`config.mk`:
```
export PLATFORM = sky130hd
export DESIGN_NAME = bs_dev_hex_parser_flat
export DESIGN_NICKNAME = d
export VERILOG_FILES = /design/src/rtl/bs_dev_pkg.sv /design/src/rtl/bs_dev_hex_parser_if.sv /design/src/rtl/bs_dev_ascii_hex.sv /design/src/rtl/bs_dev_hex_parser.sv /design/src/flat_wrapper.sv
export SDC_FILE = /design/constraint.sdc
export NUM_CORES = 1
export LEC_CHECK = 0
export BUFFER_PORTS_ARGS = -buffer_cell sky130_fd_sc_hd__buf_4
export CORE_MARGIN = 2
export CORE_UTILIZATION = 50
export DETAILED_ROUTE_END_ITERATION = 8
export GPL_TIMING_DRIVEN = 0
export PLACE_DENSITY_LB_ADDON = 0.25
export SYNTH_ARGS = -nofsm -noshare
export SYNTH_HDL_FRONTEND = slang
export SYNTH_SLANG_ARGS = --single-unit
```
`constraint.sdc`:
```
create_clock -name clk -period 1.8 [get_ports clk]
set_clock_uncertainty 0.1 [all_clocks]
set_input_delay 0.36 -clock clk [delete_from_list [all_inputs] [get_ports clk]]
set_output_delay 0.36 -clock clk [all_outputs]
set_load 0.01 [all_outputs]
```
`src/rtl/bs_dev_pkg.sv`:
```
// rtl/bs_dev_pkg.sv - shared state encoding, terminator codes and defaults for the hex parser
package bs_dev_pkg;

  localparam int MAX_DIGITS_DEF = 8;

  localparam logic [7:0] CH_SP = 8'h20;
  localparam logic [7:0] CH_CR = 8'h0D;
  localparam logic [7:0] CH_LF = 8'h0A;

  typedef enum logic [1:0] {
    S_IDLE  = 2'd0,
    S_ACCUM = 2'd1,
    S_DONE  = 2'd2
  } state_t;

  function automatic logic is_term(input logic [7:0] c);
    return (c == CH_SP) || (c == CH_CR) || (c == CH_LF);
  endfunction

endpackage

```
`src/rtl/bs_dev_hex_parser_if.sv`:
```
// rtl/bs_dev_hex_parser_if.sv - character input and number output handshakes of the hex parser
interface bs_dev_hex_parser_if
  import bs_dev_pkg::*;
#(
  parameter int MAX_DIGITS = MAX_DIGITS_DEF
);
  logic [7:0]              ascii;
  logic                    ascii_vld;
  logic                    ascii_rdy;
  logic [4*MAX_DIGITS-1:0] value;
  logic [3:0]              digits;
  logic                    value_vld;
  logic                    value_rdy;
  logic                    err;

  modport master (
    output ascii, ascii_vld, value_rdy,
    input  ascii_rdy, value, digits, value_vld, err
  );

  modport slave (
    input  ascii, ascii_vld, value_rdy,
    output ascii_rdy, value, digits, value_vld, err
  );
endinterface

```
`src/rtl/bs_dev_ascii_hex.sv`:
```
// rtl/bs_dev_ascii_hex.sv - flags and decodes the 22 ASCII hex characters into a nibble
module bs_dev_ascii_hex (
  input  logic [7:0] ascii,
  output logic       is_hex,
  output logic [3:0] nibble
);

  always_comb begin
    is_hex = 1'b1;
    nibble = 4'd0;
    if (ascii >= 8'h30 && ascii <= 8'h39) begin
      nibble = ascii[3:0];
    end else if ((ascii >= 8'h41 && ascii <= 8'h46) || (ascii >= 8'h61 && ascii <= 8'h66)) begin
      // 'A'/'a' have low nibble 1, so adding 9 maps A..F onto 10..15
      nibble = ascii[3:0] + 4'd9;
    end else begin
      is_hex = 1'b0;
    end
  end

endmodule

```
`src/rtl/bs_dev_hex_parser.sv`:
```
// rtl/bs_dev_hex_parser.sv - assembles whitespace/CR/LF-terminated ASCII hex numbers into values
module bs_dev_hex_parser
  import bs_dev_pkg::*;
#(
  parameter int MAX_DIGITS = MAX_DIGITS_DEF
) (
  input  logic                clk,
  input  logic                rst_n,
  bs_dev_hex_parser_if.slave  bus
);

  localparam int W = 4 * MAX_DIGITS;

  state_t         state_q, state_d;
  logic [W-1:0]   acc_q, acc_d;
  logic [3:0]     cnt_q, cnt_d;
  logic           err_q, err_d;
  logic           rdy_q, rdy_d;
  logic           vld_q, vld_d;
  logic [W-1:0]   value_q, value_d;
  logic [3:0]     digits_q, digits_d;

  logic           is_hex;
  logic [3:0]     nibble;
  logic           accept;

  bs_dev_ascii_hex u_dec (
    .ascii  (bus.ascii),
    .is_hex (is_hex),
    .nibble (nibble)
  );

  assign accept = bus.ascii_vld && rdy_q;

  always_comb begin
    state_d = state_q;
    acc_d   = acc_q;
    cnt_d   = cnt_q;
    err_d   = 1'b0;
    case (state_q)
      S_IDLE, S_ACCUM: begin
        if (accept) begin
          if (is_hex) begin
            if (cnt_q == 4'(MAX_DIGITS)) begin
              err_d   = 1'b1;
              acc_d   = '0;
              cnt_d   = 4'd0;
              state_d = S_IDLE;
            end else begin
              acc_d   = (acc_q << 4) | W'(nibble);
              cnt_d   = cnt_q + 4'd1;
              state_d = S_ACCUM;
            end
          end else if (is_term(bus.ascii)) begin
            // separators before any digit are simply skipped
            if (state_q == S_ACCUM) state_d = S_DONE;
          end else begin
            err_d   = 1'b1;
            acc_d   = '0;
            cnt_d   = 4'd0;
            state_d = S_IDLE;
          end
        end
      end
      S_DONE: begin
        if (bus.value_rdy) begin
          acc_d   = '0;
          cnt_d   = 4'd0;
          state_d = S_IDLE;
        end
      end
      default: begin
        acc_d   = '0;
        cnt_d   = 4'd0;
        state_d = S_IDLE;
      end
    endcase

    rdy_d    = (state_d != S_DONE);
    vld_d    = (state_d == S_DONE);
    value_d  = vld_d ? acc_d : '0;
    digits_d = vld_d ? cnt_d : 4'd0;
  end

  always_ff @(posedge clk or negedge rst_n) begin
    if (!rst_n) begin
      state_q  <= S_IDLE;
      acc_q    <= '0;
      cnt_q    <= 4'd0;
      err_q    <= 1'b0;
      rdy_q    <= 1'b0;
      vld_q    <= 1'b0;
      value_q  <= '0;
      digits_q <= 4'd0;
    end else begin
      state_q  <= state_d;
      acc_q    <= acc_d;
      cnt_q    <= cnt_d;
      err_q    <= err_d;
      rdy_q    <= rdy_d;
      vld_q    <= vld_d;
      value_q  <= value_d;
      digits_q <= digits_d;
    end
  end

  assign bus.ascii_rdy = rdy_q;
  assign bus.value_vld = vld_q;
  assign bus.value     = value_q;
  assign bus.digits    = digits_q;
  assign bus.err       = err_q;

endmodule

```
`src/flat_wrapper.sv`:
```
// flat-port wrapper written by rule: the top's interface ports become plain ports
module bs_dev_hex_parser_flat import bs_dev_pkg::*;
#(
  parameter int MAX_DIGITS = MAX_DIGITS_DEF
)
  (clk, rst_n, bus_ascii, bus_ascii_vld, bus_value_rdy, bus_ascii_rdy, bus_value, bus_digits, bus_value_vld, bus_err);
  bs_dev_hex_parser_if #(.MAX_DIGITS(MAX_DIGITS)) bus_i ();
  input  logic clk;
  input  logic rst_n;
  input wire logic [$bits(bus_i.ascii)-1:0] bus_ascii;
  input wire logic [$bits(bus_i.ascii_vld)-1:0] bus_ascii_vld;
  input wire logic [$bits(bus_i.value_rdy)-1:0] bus_value_rdy;
  output wire logic [$bits(bus_i.ascii_rdy)-1:0] bus_ascii_rdy;
  output wire logic [$bits(bus_i.value)-1:0] bus_value;
  output wire logic [$bits(bus_i.digits)-1:0] bus_digits;
  output wire logic [$bits(bus_i.value_vld)-1:0] bus_value_vld;
  output wire logic [$bits(bus_i.err)-1:0] bus_err;
  assign bus_i.ascii = bus_ascii;
  assign bus_i.ascii_vld = bus_ascii_vld;
  assign bus_i.value_rdy = bus_value_rdy;
  assign bus_ascii_rdy = bus_i.ascii_rdy;
  assign bus_value = bus_i.value;
  assign bus_digits = bus_i.digits;
  assign bus_value_vld = bus_i.value_vld;
  assign bus_err = bus_i.err;
  bs_dev_hex_parser #(.MAX_DIGITS(MAX_DIGITS)) u_core (.clk(clk), .rst_n(rst_n), .bus(bus_i));
endmodule
```
# After elaboration in Yosys (flattened, before gate mapping)

Cells that the tools add are included.

Register bits after elaboration: 77
Bits of input ports: 12
Output and inout bits: 39
Logic and storage cells: 64

$add $sub $neg: 2
$lt $le $gt $ge: 6
Eq/ne operators: 8
Muxes and demuxes: 30
Bitwise operators: 1
Reductions and logical operators: 9

Operator list:

| kind                                                               | number |
|---|---|
| two-way mux 32 bit                                                 | 6 |
| one-hot mux 32 bit (2 select lines)                                | 1 |
| two-way mux 4 bit                                                  | 8 |
| OR 32 x 4 -> 32 bit                                                | 1 |
| equality test 8 x 4 -> 1 bit (second input constant)               | 2 |
| greater-or-equal comparator 8 x 7 -> 1 bit (second input constant) | 2 |
| less-or-equal comparator 8 x 7 -> 1 bit (second input constant)    | 2 |
| two-way mux 2 bit                                                  | 5 |
| equality test 8 x 6 -> 1 bit (second input constant)               | 1 |
| greater-or-equal comparator 8 x 6 -> 1 bit (second input constant) | 1 |
| less-or-equal comparator 8 x 6 -> 1 bit (second input constant)    | 1 |
| two-way mux 1 bit                                                  | 8 |
| one-hot mux 4 bit (2 select lines)                                 | 1 |
| adder 4 x 1 -> 4 bit (second input constant)                       | 1 |
| adder 4 bit (second input constant)                                | 1 |
| equality test 2 bit (second input constant)                        | 2 |
| equality test 4 bit (second input constant)                        | 1 |
| logical AND 1 bit                                                  | 4 |
| one-hot mux 2 bit (2 select lines)                                 | 1 |
| logical OR 1 bit                                                   | 3 |
| equality test 2 x 1 -> 1 bit (second input constant)               | 1 |
| zero test 2 bit                                                    | 1 |
| inequality test 2 bit (second input constant)                      | 1 |
| OR reduction 2 bit                                                 | 1 |

# Longest topological paths before layout

Gate-level depths: netlist (run 1).

Depth in word-level cells: 11
Depth in mapped cells: 8
Depth with buffers taken out: 8

# Modules after synthesis

Synthesis (run 1) repeated with hierarchy kept, for this count alone.

Cell total of the unflattened synthesis: 338
Area, all modules: 3499.6 um^2

Modules (own cells, without submodules):

| module            | instances | cells each | area an instance (um^2) | sequential area each (um^2) |
|---|---|---|---|---|
| bs_dev_hex_parser | 1         | 313        | 3295.7                  | 1926.8 |
| bs_dev_ascii_hex  | 1         | 25         | 203.9                   | 0.0 |

# Least setup slack after synthesis (run 1)

Ideal clock, no wire load.

Kind: input to register
From: input bus_ascii[1]
To: register u_core.value_q[1] (netlist: u_core.bus.value[1])
Library setup time: 0.119 ns
Arrival: 1.787 ns
Data required time: 1.581 ns
Setup slack: -0.206 ns
Cell stages on the path: 8
Buffers on the path: 1
Cells stage by stage: inv_1 ha_1 or3b_2 nand3_2 a211oi_2 buf_4 a32o_2 and2_1

Word-level cells in the longest chain between the ends: 11
Elaborated cells between the ends (all ways): 32
Those cells by class: add/sub: 1; order compare: 6; eq/ne: 4; mux: 14; bitwise: 1; reduce/logical: 6

RTL lines:

| item                                                                                                  | RTL line                 | text |
|---|---|---|
| start: declaration                                                                                    | flat_wrapper.sv:10       | `input wire logic [$bits(bus_i.ascii)-1:0] bus_ascii;` |
| greater-or-equal comparator 8 x 7 -> 1 bit or less-or-equal comparator 8 x 7 -> 1 bit (tied branches) | bs_dev_ascii_hex.sv:13   | `end else if ((ascii >= 8'h41 && ascii <= 8'h46) \|\| (ascii >= 8'h61 && ascii <= 8'h66)) begin` |
| logical AND 1 bit                                                                                     | bs_dev_ascii_hex.sv:13   |  |
| logical OR 1 bit                                                                                      | bs_dev_ascii_hex.sv:13   |  |
| two-way mux 4 bit                                                                                     | bs_dev_ascii_hex.sv:13   |  |
| two-way mux 4 bit                                                                                     | bs_dev_ascii_hex.sv:11   | `if (ascii >= 8'h30 && ascii <= 8'h39) begin` |
| OR 32 x 4 -> 32 bit                                                                                   | bs_dev_hex_parser.sv:50  | `acc_d = (acc_q << 4) \| W'(nibble);` |
| two-way mux 32 bit                                                                                    | bs_dev_hex_parser.sv:44  | `if (cnt_q == 4'(MAX_DIGITS)) begin` |
| two-way mux 32 bit *                                                                                  | bs_dev_hex_parser.sv:43  | `if (is_hex) begin` |
| two-way mux 32 bit *                                                                                  | bs_dev_hex_parser.sv:42  | `if (accept) begin` |
| one-hot mux 32 bit (2 select lines) *                                                                 | bs_dev_hex_parser.sv:40  | `case (state_q)` |
| net u_core.acc_d[1]                                                                                   | bs_dev_hex_parser.sv:15  | `logic [W-1:0] acc_q, acc_d;` |
| two-way mux 32 bit *                                                                                  | bs_dev_hex_parser.sv:81  | `value_d = vld_d ? acc_d : '0;` |
| net u_core.value_d[1]                                                                                 | bs_dev_hex_parser.sv:20  | `logic [W-1:0] value_q, value_d;` |
| end signal: assignment                                                                                | bs_dev_hex_parser.sv:102 | `value_q <= value_d;` |
| end: declaration                                                                                      | bs_dev_hex_parser.sv:20  |  |

Mark *: on every way through the listed nets, which the timed path passes. The rest lies on a longest branch.

# Final worst setup path (run 1)

From: register u_core.cnt_q[0]
To: register u_core.digits_q[2] (netlist: u_core.bus.digits[2])

Word-level cells in the longest chain between the ends: 7
Elaborated cells between the ends (all ways): 12
Those cells by class: add/sub: 1; eq/ne: 2; mux: 9

RTL lines:

| item                                                                         | RTL line                 | text |
|---|---|---|
| start: declaration                                                           | bs_dev_hex_parser.sv:16  | `logic [3:0] cnt_q, cnt_d;` |
| start signal: assignment                                                     | bs_dev_hex_parser.sv:98  | `cnt_q <= cnt_d;` |
| parallel branches: the longest is 6 deep, another holds adder 4 x 1 -> 4 bit | --                       |  |
| two-way mux 4 bit *                                                          | bs_dev_hex_parser.sv:82  | `digits_d = vld_d ? cnt_d : 4'd0;` |
| net u_core.digits_d[2]                                                       | bs_dev_hex_parser.sv:21  | `logic [3:0] digits_q, digits_d;` |
| end signal: assignment                                                       | bs_dev_hex_parser.sv:103 | `digits_q <= digits_d;` |
| end: declaration                                                             | bs_dev_hex_parser.sv:21  |  |

Mark *: on every way through the listed nets, which the timed path passes.

==> results of run 1 <==
-- layout make-up --
cell class              instances  share of cell area
multi-input cells             154               0.294
repair buffers                 58               0.106
inverters                      39              0.0363
clock buffers                  10              0.0312
well taps                      77              0.0235
flip-flops and latches         77               0.471
plain buffers                  14              0.0235
clock inverters                 6              0.0150
-- critical path: cells and delay by family (launching register included) --
family | cells | cell delay [ns]
DFF | 1 | 0.42
adders and majority gates | 1 | 0.21
buffers and inverters | 2 | 0.24
AOI/OAI and AO/OA | 4 | 0.75
-- repair_timing --
item                                    CTS  global route
gates resized for setup                   9            36
pin swaps                                 2             4
setup buffers                             7             1
endpoints found under the setup margin   65            61
cloned                                    0             1
-- metrics by stage --
step	setup TNS (ns)	instance area (um^2)	instances	utilization
5_1_grt	-1.12	4100	435	0.656
4_1_cts	0	3980	433	0.638
3_5_place_dp	-23.08	3710	410	0.595
2_1_floorplan	-0.0391	3250	284	-
3_3_place_gp	-21.23	3710	410	0.595
6_report	0	4100	435	0.656
-- routing by layer --
layer | up-vias | global-route usage
li1 | 1140 | -
met4 | 0 | 0.0528
met3 | 10 | 0.0554
met1 | 1189 | 0.297
met2 | 91 | 0.309
met5 | - | 0
-- logic make-up after synthesis --
| family | count (synthesis) |
|---|---|
| and+or+nand+nor | 70 |
| adders and majority gates | 7 |
| DFF | 77 |
| muxes | 1 |
| buffers and inverters | 53 |
| AOI/OAI and AO/OA | 76 |
-- path summary, 6_finish.rpt --
path                                   from              endpoint  slack (ns)  depth (start not counted)
max in group asynchronous             rst_n       u_core.cnt_q[0]        0.92                          1
min                                   rst_n  u_core.bus.digits[2]        0.05                          1
max                         u_core.cnt_q[0]  u_core.bus.digits[2]        0.01                          7
min reg2reg                u_core.acc_q[30]      u_core.acc_q[30]        0.41                          2
max reg2reg                 u_core.cnt_q[0]  u_core.bus.digits[2]        0.01                          7
min in group clk               bus_ascii[0]       u_core.acc_q[0]        0.33                          3
-- sequential cells by signal, indices dropped and copies added (netlist names) --
signal / flops
u_core.state_q: 2
u_core.cnt_q: 4
u_core.bus.ascii_rdy: 1
u_core.bus.digits: 4
u_core.bus.value_vld: 1
u_core.acc_q: 32
u_core.bus.err: 1
u_core.bus.value: 32
-- Yosys cell counts, types with 2 or more instances --
library cell   n  share of area
nor3_1         3         0.0047
clkbuf_1       7         0.0082
and2_1         3         0.0059
a22o_1         2         0.0055
inv_1         39          0.046
a21oi_1        8          0.013
a211o_1        3         0.0082
buf_2          5         0.0078
o21ai_0       11          0.017
nand2_1        7         0.0082
nand3b_1       2         0.0047
and3_1         2         0.0039
o211ai_1       4         0.0094
dfrtp_1       77           0.60
a21o_1         3         0.0071
nor2_1        37          0.044
nand3_1        3         0.0047
or2_2          2         0.0039
o21ai_1        2         0.0031
a211oi_2       2         0.0078
o21a_1         2         0.0047
a32oi_1       28          0.077
nand4_1        2         0.0039
ha_1           7          0.027
a22oi_1        2         0.0047
-- where the power goes --
| part | internal, W | total, W | leakage, nW | switching (W) |
|---|---|---|---|---|
| logic | 0.000115 | 0.000299 | 0.987 | 0.000183 |
| clock network | 0.000638 | 0.00124 | 0.0964 | 0.000597 |
| registers | 0.00175 | 0.00177 | 1.07 | 0.0000188 |
==> results.md, run 1 <==
* Outcome: completed
* Area growth from synthesis to layout at 28.4%
* Die Wd at ~84 um
* Global route total overflow at 0
* LEAKAGE at 2.15 nW
* Maximum root-to-sink buffer count at 2
* Sequential share of the synthesized area at 0.604
* FF+latch area at roughly 1900 um^2
* Final Slew Violations at 0
* I/O pins at 51
* Pwr Total at 0.00330 W
* Post-Synthesis Cells at between 200 and 300
* Simple-gate portion of the synthesized area at 0.114
* Initial Utilization at 0.511
* Max H-tree Level at 3
* VDD IR-drop max at 0.725 mV
* Detailed Route Iter0 Violations at 204
* DRC viols at 0
* Final hold violation count at 0
* Reg clk slew, reported paths at ~0.08 ns
* Worst min path class: primary input to asynchronous set/reset pin
* Synth warnings at 0
* CTS tree: built
* Post-Synth XOR/XNOR Area at 0
* Filler Cells Inserted at 478
* Crit-path max FO at 5
* Multi-input logic area at 1200 um^2
* Async SR Flop Fraction at 1.00
* Std-Cell Rows at 29
* Input/output buffers at 49
* Commonest non-fill, non-tap cells in the layout: dfrtp_1 (76), buf_4 (63), nor2_1 (37), inv_1 (35), a32oi_1 (20)
* Final setup fails at 0
* Yosys cell types at 46
* Fin crit share at 0.994
* Cell Pwr Density at 806 nW/um^2
* TritonCTS buffer count at 9
* Post-synth EDFFs at 0
* Share of layout cells above drive strength 1 at 0.338
* Critical Path End Type: register
* Top FF cell, synth: dfrtp_1
* Routed via count at 2430
* Routed met3 length at ~400 um
* Crit-path max cell delay at 0.42 ns
* Metal-1 WL at 3.27 mm
* Gr usage total at 0.205
* Clk Latency, worst-skew pair at between 0.3 and 0.4 ns
* WL/cell at 15.9 um
* Mean Syn Cell Area at roughly 11 um^2
* DR top layer: met4
* Vias in the first global route at about 2.3k
* Least-Margin Pin Slew at 0.920 ns
* Initial antenna violation count at 0
* Max Cap Violations at 0
* Met2 Routed Length at 3.17 mm
* Crit path cell chain: buf_4 -> ha_1 -> inv_1 -> a211o_1 -> o211ai_1 -> a221o_1 -> a21oi_1
* Total wire length at 6.92 mm
* RSZ-0062 raised after global routing: yes
* CORE AREA at 6240 um^2
* Post-layout min period at around 1.8 ns
* Largest family of logic cells by synthesized area: compound AO/OA/AOI/OAI gates
* Final HPWL DP at 4.55 mm
* Setup WS post-layout at 0.0100 ns
* TritonRoute pass-1 iters at 4
* Clock Root Buffer: clkbuf_8
* Synth Cell Area at ~3200 um^2
* Layout net count at 372
* CP required at slightly below 2 ns
* Adder-Cell Fraction of Synth Area at 0.0275
* Global-route wire length before repair at roughly 11 mm
* Slowest-stage cell, CP: dfrtp_2
* Ant diodes at 0
* Startpoint types: register
* Pre-CTS setup slack at -0.428 ns
* Final Wtd Congestion at slightly above 0.9
* Die ar. at about 7000 um^2
* Vias per inst at 5.59
* Commonest non-fill, non-tap cell in the layout: dfrtp_1
* WS Path Type: register to register
* CTS Hold Bufs at 0
* Max Clk Rate at 559 MHz
* Chip height at 83.9 um
* Max-slew headroom at 0.387
* Clock Sinks at 77
* Crit path arrival time at 1.95 ns
* Hold WS at 0.0531 ns
* Yosys reg bits at slightly below 80
* Antenna viol nets, final at 0
* Mapped Nets at 303
* Synth Area in Compound Gates at 0.183
* Largest net degree at the start of global routing at 78
* Mux cell area share after synthesis at 0.00353
(Power assumes the default switching activity.)
==> run 2, diff against run 1 <==
- CORE_ASPECT_RATIO: default -> 0.8
==> run 2 against run 1 <==
  * The run now ends with negative setup slack left
  * Register-to-register slack lost 0.08 ns
  * Sequential share of layout area down 1.8 points
  * Utilization rose by 5.0 points
  * Total power is 5.5% higher
  * Sequential power barely moved
  * Cell count grew 1.6%
  * Clock power up 11%
  * Maximum frequency fell by 4.1%
  * Highest routed layer unchanged
  * Die area is essentially flat
  * Setup slack got worse by 0.076 ns
  * Critical path depth is 1 higher
  * Worst hold slack got worse by 0.041 ns
==> results.md, run 2 (same netlist as run 1, synthesis figures left out) <==
* CTS tree: built (unchanged)
* Flop pwr share at 0.507 (was 0.536)
* Largest net degree at the start of global routing at 78 (unchanged)
* Least-Margin Pin Slew at 0.913 ns (was 0.920 ns)
* Crit path arrival time at 2.04 ns (was 1.95 ns)
* I/O pins at 51 (unchanged)
* Switch Pwr at 0.000849 W (was 0.000800 W)
* Initial antenna violation count at 0 (unchanged)
* WS Path Type: register to register (unchanged)
* Die ar. at 7040 um^2 (was 7030 um^2)
* Crit path cell chain: inv_2 -> ha_4 -> and3b_2 -> buf_6 -> a211oi_4 -> buf_4 -> a32oi_1 -> nor2_1 (was buf_4 -> ha_1 -> inv_1 -> a211o_1 -> o211ai_1 -> a221o_1 -> a21oi_1)
* R2R cell count at 8 (was 7)
* Input/output buffers at 49 (unchanged)
* Initial Utilization at 0.528 (was 0.511)
* Commonest non-fill, non-tap cells in the layout: dfrtp_1 (76), buf_4 (61), nor2_1 (37), inv_1 (32), a32oi_2 (16) (was dfrtp_1 (76), buf_4 (63), nor2_1 (37), inv_1 (35), a32oi_1 (20))
* Maximum root-to-sink buffer count at 2 (unchanged)
* Post-layout min period at 1.87 ns (was 1.79 ns)
* Worst min path class: primary input to asynchronous set/reset pin (unchanged)
* Max-slew headroom at 0.391 (was 0.387)
* TritonRoute pass-1 iters at 4 (unchanged)
* DRC viols at 0 (unchanged)
* Setup_tns at -0.445 ns (was 0 ns)
* Total wire length at 7.53 mm (was 6.92 mm)
* Share of layout cells above drive strength 1 at 0.382 (was 0.338)
* Final Slew Violations at 0 (unchanged)
* Startpoint types: register (unchanged)
* Ant diodes at 0 (unchanged)
* Vias per inst at 5.51 (was 5.59)
* VDD IR-drop max at 0.727 mV (was 0.725 mV)
* Final setup fails at 18 (was 0)
* Critical Path End Type: register (unchanged)
* Filler Cells Inserted at 425 (was 478)
* Max H-tree Level at 3 (unchanged)
* Final Wtd Congestion at 0.899 (was 0.928)
* Reg clk slew, reported paths at 0.08 ns (about the same)
* Area growth from synthesis to layout at 33.7% (was 28.4%)
* Global-route wire length before repair at 11.6 mm (was 11.3 mm)
* Crit-path max cell delay at 0.39 ns (was 0.42 ns)
* CORE AREA at 6040 um^2 (was 6240 um^2)
* Sw frac at 0.244 (was 0.242)
* Final hold violation count at 0 (unchanged)
* Routed via count at 2434 (was 2430)
* Gr usage total at 0.221 (was 0.205)
* Max Clk Rate at 536 MHz (was 559 MHz)
* Slowest-stage cell, CP: dfrtp_1 (was dfrtp_2)
* Pre-CTS setup slack at -0.425 ns (was -0.428 ns)
* Max Cap Violations at 0 (unchanged)
* WL/cell at 17.0 um (was 15.9 um)
* Fin crit share at 1.04 (was 0.994)
* Combinational power share at 0.095 (was 0.090)
* Setup WS post-layout at -0.0661 ns (was 0.0100 ns)
* Chip height at 75.4 um (was 83.9 um)
* RSZ-0062 raised after global routing: yes (unchanged)
* Std-Cell Rows at 25 (was 29)
* Clock Root Buffer: clkbuf_8 (unchanged)
* LEAKAGE at 2.20 nW (was 2.15 nW)
* Origin of the critical flop-to-flop path: u_core.cnt_q[1] (was u_core.cnt_q[0])
* Core Util, Final at 0.706 (was 0.656)
* Cell Pwr Density at 818 nW/um^2 (was 806 nW/um^2)
* Commonest non-fill, non-tap cell in the layout: dfrtp_1 (unchanged)
* Met1 usage at 0.326 (was 0.297)
* Global route total overflow at 0 (unchanged)
* Detailed Route Iter0 Violations at 176 (was 204)
* Outcome: finished, violations left (was completed)
* Vias in the first global route at 2306 (was 2325)
* Die Wd at 93.3 um (was 83.9 um)
* Clock power share at 0.397 (was 0.374)
* TritonCTS buffer count at 9 (unchanged)
* CP required at 1.98 ns (was 1.96 ns)
* Final HPWL DP at 4.93 mm (was 4.55 mm)
* Layout net count at 375 (was 372)
* Hold WS at 0.0118 ns (was 0.0531 ns)
* Met3 Use GR at 0.0762 (was 0.0554)
* Clock Sinks at 77 (unchanged)
* Crit-path max FO at 10 (was 5)
* Grt peak-use layer: met1 (was met2)
* Int Pwr at 0.00264 W (was 0.00250 W)
* Start point of the critical path: u_core.cnt_q[1] (was u_core.cnt_q[0])
* Clk Latency, worst-skew pair at 0.36 ns (was 0.34 ns)
* Met2 usage at 0.314 (was 0.309)
* Antenna viol nets, final at 0 (unchanged)
* Failing checks: negative setup slack
==> run 2: cell count changes in the layout (fill, tap and decap cells not counted), moves of 3 or more <==
cell      change
a32oi_1       -8
a32oi_2       +8
buf_6         +4
clkbuf_8      +4
clkinv_2      -3
inv_1         -3
inv_2         +3
==> run 2: path summary, 6_finish.rpt <==
check	end	slack [ns]
worst max-delay path	u_core.bus.value[12]	-0.07
worst min-delay path	u_core.cnt_q[3]	0.01
worst max register to register	u_core.bus.value[12]	-0.07
worst min register to register	u_core.acc_q[11]	0.41
max in group asynchronous	u_core.cnt_q[0]	0.95
min in group clk	u_core.acc_q[0]	0.30
==> run 2: critical path: cells and delay by family (launching register included) <==
family / cells / cell delay [ns]
buffers and inverters: 3 / 0.43
AO/OA/AOI/OAI: 2 / 0.35
flip-flops: 1 / 0.39
AND/OR/NAND/NOR: 2 / 0.36
adder cells (fa/ha/maj): 1 / 0.15
==> run 2: stage by stage <==
step	area, um^2	std cells	total power [W]
finish	4260	442	0.00349
global route	4260	442	0.00365
CTS	4000	433	0.00344
detailed placement	3720	414	0.00205
global placement	3720	414	0.00204
floorplan	3250	284	0.00194
==> run 2: timing repair <==
| action | 4_1_cts | 5_1_grt |
|---|---|---|
| pin swaps | 2 | 9 |
| setup endpoints to repair | 66 | 64 |
| buffers inserted | 3 | 7 |
| hold buffers | 0 | 0 |
| resized for setup | 13 | 51 |
| gates cloned | 0 | 2 |
| endpoints found under the hold margin | 0 | 0 |
==> run 2: power by group through the flow <==
stage | clock [W] | sequential, W | combinational [W]
floorplan | 0 | 0.00180 | 0.000136
global placement | 0 | 0.00181 | 0.000232
detailed placement | 0 | 0.00181 | 0.000240
CTS | 0.00140 | 0.00177 | 0.000275
global route | 0.00151 | 0.00177 | 0.000368
finish | 0.00138 | 0.00177 | 0.000332
==> run 2: per-layer routing <==
metal	routed length (um)	vias up
li1	-	1145
met5	0	-
met2	3380	75
met1	3600	1207
met4	65	0
met3	494	7
==> run 2: final cells by class <==
type / count / area (um^2) / share of cell area
buffer: 14 / 114 / 0.0267
clock buffer: 12 / 165 / 0.0387
clock inverter: 4 / 53.8 / 0.0126
inverter: 39 / 149 / 0.0349
multi-input combinational: 154 / 1290 / 0.302
sequential: 77 / 1930 / 0.452
tap: 81 / 101 / 0.0238
timing repair buffer: 61 / 463 / 0.109
